File: src/rtl/systolic_tile_ctrl.sv
// systolic_tile_ctrl: sequencer for a ROW x COL systolic tile. It loads one tile
// of operands into the row FIFOs, streams row-skewed FIFO reads into the array,
// waits for the array's done and strobes the accumulator, once per tile.
// Optional feature macro: CTRL_TIMEOUT_EN adds a WAIT watchdog and the timeout_err port.
module systolic_tile_ctrl #(
  parameter int WIDTH = 32,
  parameter int ROW   = 4,
  parameter int COL   = 4,
  parameter int TW    = 8
) (
  input  logic             clk,
  input  logic             rst,
  input  logic             start,
  input  logic [TW-1:0]    num_tiles,
  input  logic             in_valid,
  output logic             in_ready,
  input  logic [WIDTH-1:0] in_w,
  input  logic [WIDTH-1:0] in_i,
  output logic [WIDTH-1:0] data_in_w,
  output logic [WIDTH-1:0] data_in_i,
  output logic [ROW-1:0]   write,
  output logic [ROW-1:0]   read,
  output logic             cs,
  input  logic             dp_done,
  output logic             acc_clr,
  output logic             acc_en,
  output logic             busy,
  output logic             done,
`ifdef CTRL_TIMEOUT_EN
  output logic             timeout_err,
`endif
  output logic [TW-1:0]    tile_idx
);

  localparam int BEATS = ROW * COL;
  localparam int KW    = (BEATS > 1) ? $clog2(BEATS) : 1;
  localparam int SLEN  = COL + ROW - 1;
  localparam int TCW   = $clog2(SLEN + 1);

  typedef enum logic [2:0] {
    S_IDLE,
    S_LOAD,
    S_STREAM,
    S_WAIT,
    S_ACCUM,
    S_FIN
  } state_t;

  state_t          state;
  state_t          next_state;
  logic [KW-1:0]   k;
  logic            load_full;
  logic [TCW-1:0]  t;
  logic            early_done;
  logic [TW-1:0]   ntiles;
  logic            accept;
  logic            last_tile;

  assign accept    = in_valid && in_ready;
  assign last_tile = (tile_idx == ntiles - TW'(1));

`ifdef CTRL_TIMEOUT_EN
  logic [15:0] wait_cnt;
  logic        wait_timeout;

  // Fires on the 65535th consecutive WAIT cycle with no done from the array.
  assign wait_timeout = (state == S_WAIT) && !dp_done && !early_done &&
                        (wait_cnt == 16'hFFFE);

  // Watchdog counter for WAIT and the sticky error flag it raises.
  always_ff @(posedge clk) begin
    if (rst) begin
      wait_cnt    <= '0;
      timeout_err <= 1'b0;
    end else begin
      if (state == S_WAIT) wait_cnt <= wait_cnt + 16'd1;
      else                 wait_cnt <= '0;
      if (state == S_IDLE && start) timeout_err <= 1'b0;
      else if (wait_timeout)        timeout_err <= 1'b1;
    end
  end
`endif

  // State register.
  always_ff @(posedge clk) begin
    if (rst) state <= S_IDLE;
    else     state <= next_state;
  end

  // Next-state logic and the outputs that follow directly from the state.
  // LOAD keeps one drain cycle with in_ready low after the last beat so the
  // registered write of that beat never shares a cycle with the first read.
  always_comb begin
    next_state = state;
    in_ready   = 1'b0;
    cs         = 1'b0;
    acc_en     = 1'b0;
    done       = 1'b0;
    busy       = (state != S_IDLE);
    case (state)
      S_IDLE: begin
        if (start) next_state = S_LOAD;
      end
      S_LOAD: begin
        in_ready = !load_full;
        if (load_full) next_state = S_STREAM;
      end
      S_STREAM: begin
        cs = 1'b1;
        if (t == TCW'(SLEN - 1)) next_state = S_WAIT;
      end
      S_WAIT: begin
        cs = 1'b1;
        if (dp_done || early_done) next_state = S_ACCUM;
`ifdef CTRL_TIMEOUT_EN
        else if (wait_timeout) next_state = S_IDLE;
`endif
      end
      S_ACCUM: begin
        acc_en     = 1'b1;
        next_state = last_tile ? S_FIN : S_LOAD;
      end
      S_FIN: begin
        done       = 1'b1;
        next_state = S_IDLE;
      end
      default: next_state = S_IDLE;
    endcase
  end

  // Row-skewed FIFO reads: row r reads on stream cycles r .. r+COL-1.
  always_comb begin
    read = '0;
    if (state == S_STREAM) begin
      for (int r = 0; r < ROW; r++) begin
        read[r] = (int'(t) >= r) && (int'(t) < r + COL);
      end
    end
  end

  // Beat/stream counters, registered FIFO write path and tile bookkeeping.
  always_ff @(posedge clk) begin
    if (rst) begin
      k          <= '0;
      load_full  <= 1'b0;
      t          <= '0;
      early_done <= 1'b0;
      ntiles     <= '0;
      tile_idx   <= '0;
      write      <= '0;
      data_in_w  <= '0;
      data_in_i  <= '0;
      acc_clr    <= 1'b0;
    end else begin
      write   <= '0;
      acc_clr <= 1'b0;
      if (accept) begin
        write     <= ROW'(1) << (int'(k) / COL);
        data_in_w <= in_w;
        data_in_i <= in_i;
        k         <= k + KW'(1);
        if (k == KW'(BEATS - 1)) load_full <= 1'b1;
      end
      case (state)
        S_IDLE: begin
          if (start) begin
            acc_clr    <= 1'b1;
            ntiles     <= (num_tiles == '0) ? TW'(1) : num_tiles;
            tile_idx   <= '0;
            k          <= '0;
            load_full  <= 1'b0;
            early_done <= 1'b0;
          end
        end
        S_LOAD: begin
          t <= '0;
        end
        S_STREAM: begin
          t <= t + TCW'(1);
          if (dp_done) early_done <= 1'b1;
        end
        S_ACCUM: begin
          early_done <= 1'b0;
          k          <= '0;
          load_full  <= 1'b0;
          if (!last_tile) tile_idx <= tile_idx + TW'(1);
        end
        default: begin
        end
      endcase
    end
  end

endmodule

File: config.mk
export PLATFORM = sky130hd
export DESIGN_NAME = systolic_tile_ctrl
export DESIGN_NICKNAME = d
export VERILOG_FILES = /design/src/rtl/systolic_tile_ctrl.sv
export SDC_FILE = /design/constraint.sdc
export NUM_CORES = 1
export LEC_CHECK = 0
export CORE_MARGIN = 5
export CORE_UTILIZATION = 47
export CTS_CLUSTER_DIAMETER = 100
export DETAILED_ROUTE_END_ITERATION = 6
export MAX_ROUTING_LAYER = met4
export PLACE_DENSITY_LB_ADDON = 0.2
export SYNTH_ARGS = -nofsm -noshare
export SYNTH_HDL_FRONTEND = slang
export SYNTH_SLANG_ARGS = --single-unit
export TNS_END_PERCENT = 30
File: constraint.sdc
create_clock -name clk -period 4 [get_ports clk]
set_clock_uncertainty 0.1 [all_clocks]
set_input_delay 0.8 -clock clk [delete_from_list [all_inputs] [get_ports clk]]
set_output_delay 0.8 -clock clk [all_outputs]
set_load 0.005 [all_outputs]
Word level (Yosys, flattened, before mapping)
Cells that the tools add are included.

Add/subtract/negate cells: 4. Shift operators: 1. Eq/ne operators: 14. Order comparisons: 7. Muxes and demuxes: 27. Bitwise operators: 2. Reduce and logical (&&, ||, !) cells: 19.

Operator list (number): $mux W8 (3); $pmux W8 S2 (1); $mux W3 (5); $pmux W3 S5 (1); $lt A3 B3 Y1 const B (4); $mux W4 (3); $ne A2 B2 Y1 const B (6); $mux W1 (10); $eq A3 B3 Y1 const B (3); $add A8 B1 Y8 const B (1); $eq A8 B8 Y1 (1); $logic_not A8 Y1 (1); $pmux W4 S2 (1); $sub A8 B1 Y8 const B (1); $eq A3 B2 Y1 const B (2); $ge A3 B2 Y1 const B (2); $pmux W3 S2 (1); $reduce_and A3 Y1 (2); $reduce_bool A3 Y1 (2); $reduce_or A2 Y1 (3); $add A4 B1 Y4 const B (1); $eq A4 B4 Y1 const B (1); $logic_and A1 B1 Y1 (4); $reduce_and A4 Y1 (1); 12 further kinds (14).

Flip-flop bits (word level): 97. Input bits: 77. Output and inout port bits: 86. Word-level logic and storage cells: 85.

Depth between registers and ports, before layout
Depth in word-level cells: 6. Depth in mapped cells: 8. Depth with buffers taken out: 8.

Worst setup path after synthesis
Ideal clock, no wire load.

Path kind: register to register. Start: register ntiles[0]. End: register tile_idx[0]. Required time: 3.829 ns. Library setup time: 0.071 ns. Slack: 1.777 ns. Cell stages (with the launch flop): 8. Period minus slack after synthesis: 2.223 ns. Buffers on the path: 0. Data arrival time: 2.052 ns. Path through: dfxtp_1 > inv_1 > ha_1 > and2_2 > a311o_1 > o2111a_2 > or4_1 > a21oi_1.

Longest elaborated chain between the ends: 4.

Ends and longest elaborated chain: start: declaration (RTL line 55) `logic [TW-1:0] ntiles;`; start signal: assignment (RTL line 168) `ntiles <= (num_tiles == '0) ? TW'(1) : num_tiles;`; $sub A8 B1 Y8 (RTL line 60) `assign last_tile = (tile_idx == ntiles - TW'(1));`; $eq A8 B8 Y1 (RTL line 60); $ne A2 B2 Y1 (no line); $reduce_and A3 Y1 (no line); end signal: assignment (RTL line 186) `if (!last_tile) tile_idx <= tile_idx + TW'(1);`; end: declaration (RTL line 32) `output logic [TW-1:0] tile_idx`.

Every way passes these cells. A chain may end at the register's enable or synchronous reset.

Worst setup path in the final report
Start: register t[0]. End: output port read[3].

Longest elaborated chain between the ends: 3. Elaborated cells between the ends (all ways): 4. Those cells by class: order compare: 2; mux: 1; reduce/logical: 1.

Ends and longest elaborated chain: start: declaration (RTL line 53) `logic [TCW-1:0] t;`; start signal: assignment (RTL line 179) `t <= t + TCW'(1);`; $ge A3 B2 Y1 or $lt A3 B3 Y1 (tied branches) (RTL line 136) `read[r] = (int'(t) >= r) && (int'(t) < r + COL);`; $logic_and A1 B1 Y1 (*) (RTL line 136); $mux W4 (*) (RTL line 134) `if (state == S_STREAM) begin`; end: declaration (RTL line 22) `output logic [ROW-1:0] read,`.

Mark *: on every way between the ends. The rest lies on a longest branch, timed or not.

==> impl_metrics.py <==
metrics = {
    "min_path": {
        "min-delay-start": "data_in_i[18]",
        "min_path_type": "reg2reg",
        "hold_depth": 2,
        "hold_path_end": "data_in_i[18]",
    },
    "placed_design": {
        "dpl.hpwl_um": 8270,
        "portBuffers": 162,
        "gp_congestion": 0.772,
    },
    "clock_tree": {
        "holdBufCountCts": 0,
        "clk_pin_slew_ps": 90,
        "clk_latency_ps": 350,
        "postCtsResizedCells": 0,
        "post-cts-setup-buffers": 0,
        "cts_root_buffer": "clkbuf_8",
        "clockBufferDepth": 2,
        "cts_sinks": 97,
        "cts_buffers": 9,
        "cts_tree": "done",
        "h-tree-depth": 3,
    },
    "sta": {
        "fmax_mhz": 315,
        "finalCriticalPeriod_ps": 3180,
        "period_share_pct": 79.4,
        "report.final.slew_viol_count": 0,
        "rsz0062_at_grt": "false",
        "tns_ps": 0,
        "tightest_slew_ps": 1040,
        "slew_headroom_pct": 30.6,
        "hold_viol": 0,
        "finalSetupViolCount": 0,
    },
    "floorplan": {
        "num_rows": 34,
        "pin_count": 163,
        "die_w_um": 103,
        "coreArea_um2": 8590,
        "floorplan.initialDensity_pct": 47.6,
        "die_y_um": 103,
        "die_area_um2": 10700,
    },
    "setup_path": {
        "crit_fanout": 9,
        "crit_arrival_ps": 2280,
        "rrSetupSlack_ps": 1430,
        "worstRegToRegCells": 6,
        "rr_startpoint": "state[0]",
        "path_buf_inv": 1,
        "critical_path_class": "reg2out",
        "crit-reg2reg-capture": "data_in_i[25]",
        "slowest_delay_ps": 590,
        "cp_common_cell": "ha_1",
        "cp_top_family": "buffers and inverters",
        "worstPathRequired_ps": 3100,
        "slowest_stage": "clkdlybuf4s50_1",
        "end_kind": "output port",
        "critPathLaunchType": "flip-flop",
        "path_cells": "ha_1 -> ha_1 -> a211oi_1 -> a2111oi_0 -> clkdlybuf4s50_1",
    },
    "yosys": {
        "yosys_register_bits": 97,
        "async_reset_ff_share_pct": 0,
        "ys_warn_count": 0,
        "synth.distinct_cells": 47,
        "postSynthCellCount": 512,
        "synth_flop_cell": "dfxtp_1",
        "synth_area_per_cell_um2": 7.98,
        "synth_nets": 599,
        "synth_seq_area_share_pct": 47.5,
        "synth_edf_count": 0,
        "netlist_area_um2": 4090,
    },
    "detailed_routing": {
        "drt_iter0_drc": 161,
        "wirelength_um": 11400,
        "drc": 0,
        "first_pass_iters": 4,
        "detail_route.wl_per_cell_um": 14.8,
        "vias": 4039,
        "viasPerCell": 5.25,
        "ant_nets": 0,
    },
    "finish": {
        "drive_above_1_share_pct": 4.84,
        "nets": 743,
        "antenna-diode-count": 0,
        "area_growth_syn_to_layout_pct": 45.6,
    },
    "power": {
        "power.density_nw_per_um2": 378,
        "total_power_mw": 2.25,
        "vdd_drop_max_mv": 0.245,
        "p_leak_nw": 2.16,
    },
    "status": {
        "status": "finished clean",
    },
    "global_route": {
        "grt_pass1_wl_um": 18200,
        "track_usage_pct": 22.0,
        "antenna_found_initial": 0,
        "overflow": 0,
        "grt_pass1_vias": 3945,
        "grt_max_degree": 56,
    },
    "flow_run": {
        "cap_violations": 0,
    },
}
## registers in the layout, summed over array words and instances, names as in the netlist
| name | count |
|---|---|
| acc_clr | 1 |
| data_in_i | 32 |
| data_in_w | 32 |
| early_done | 1 |
| k | 4 |
| load_full | 1 |
| ntiles | 8 |
| state | 3 |
| t | 3 |
| tile_idx | 8 |
| write | 4 |
## cell families after synthesis
logic type,after synthesis,synth area share [%]
AND/OR/NAND/NOR,231,25.0
AO/OA/AOI/OAI,111,15.6
flip-flops,97,47.5
buffers and inverters,45,4.84
XOR/XNOR,13,2.79
adder cells (fa/ha/maj),10,3.06
multiplexers,5,1.22
## where the power goes
group	total (mW)	switching, mW	internal (mW)
Clock	0.657	0.348	0.309
Combinational	0.505	0.233	0.271
Sequential	1.09	0.0544	1.03
## routing by layer
layer | GRT usage [%] | vias to the layer above | part of all wire (%)
met3 | 7.38 | 26 | 7.9
met2 | 36.2 | 128 | 49
met1 | 24.7 | 1872 | 40
li1 | - | 2013 | -
met4 | 8.86 | 0 | 2.8
met5 | - | - | 0
## cell usage after synthesis (3+ instances only)
cell / instances / area share (%)
xnor2_1: 8 / 1.7
or4_1: 3 / 0.55
nand3_1: 5 / 0.61
nor3_1: 11 / 1.3
dfxtp_1: 97 / 48
nor4b_1: 3 / 0.64
and3_1: 3 / 0.46
or2_2: 3 / 0.46
mux2i_1: 5 / 1.2
ha_1: 10 / 3.1
nor2_1: 24 / 2.2
or3_1: 6 / 0.92
a211oi_1: 6 / 1.1
nor4_1: 4 / 0.61
nand2_1: 153 / 14
xor2_1: 5 / 1.1
clkbuf_1: 24 / 2.2
o21ai_0: 6 / 0.73
a21oi_1: 82 / 10
nand4_1: 4 / 0.61
buf_2: 6 / 0.73
inv_1: 12 / 1.1
## cell usage in the layout, fill, tap and decap left out, drive strengths merged, types with 2 or more instances in the layout
master / Yosys / final
or2b: 2 / 2
nor2: 24 / 24
a21oi: 82 / 82
clkinv: 0 / 4
nor4b: 3 / 3
ha: 10 / 10
or3: 6 / 6
xnor2: 8 / 8
nand4: 4 / 4
xor2: 5 / 5
a211oi: 6 / 6
dfxtp: 97 / 97
or2: 3 / 3
or4: 3 / 3
nand2: 153 / 153
nand3: 5 / 5
buf: 6 / 5
nor4: 5 / 5
mux2i: 5 / 5
clkbuf: 27 / 10
and3: 4 / 4
a2111oi: 2 / 2
clkdlybuf4s50: 0 / 161
o21ai: 6 / 6
and2: 3 / 3
nor3: 11 / 11
a2bb2oi: 2 / 2
nand2b: 2 / 2
a21o: 2 / 2
inv: 12 / 13
## how the worst max path moves through the flow
| stage | startpoint | to | slack, ps | depth (start not counted) |
|---|---|---|---|---|
| 2_1_floorplan | ntiles[0] | tile_idx[0] | 1780 | 7 |
| 3_3_place_gp | start | tile_idx[7] | 1280 | 6 |
| 3_5_place_dp | start | tile_idx[7] | 1210 | 6 |
| 4_1_cts | t[0] | read[3] | 840 | 5 |
| 5_1_grt | t[0] | read[3] | 680 | 5 |
| 6_report | t[0] | read[3] | 820 | 5 |
## layout make-up
cell class,count,area [um^2]
Fill cell,695,2650
Multi-Input combinational cell,370,1950
Sequential cell,97,1940
Timing Repair Buffer,166,1670
Clock buffer,10,138
Tap cell,108,135
Clock inverter,6,66.3
Inverter,12,45.0
## metrics by stage
stage	setup WS [ps]	hold WS (ps)	utilization (%)	instance area, um^2	std cells
2_1_floorplan	1780	353	-	4090	512
3_3_place_gp	1280	340	66.8	5740	753
3_5_place_dp	1210	347	66.8	5740	753
4_1_cts	843	360	69.2	5950	769
5_1_grt	681	381	69.2	5950	769
6_report	823	356	69.2	5950	769
## worst min-delay path, cell delays in order, from the launching register on
cell,delay (ps)
dfxtp_1,320
nand2_1,50
a21oi_1,50
(Power assumes the default switching activity.)
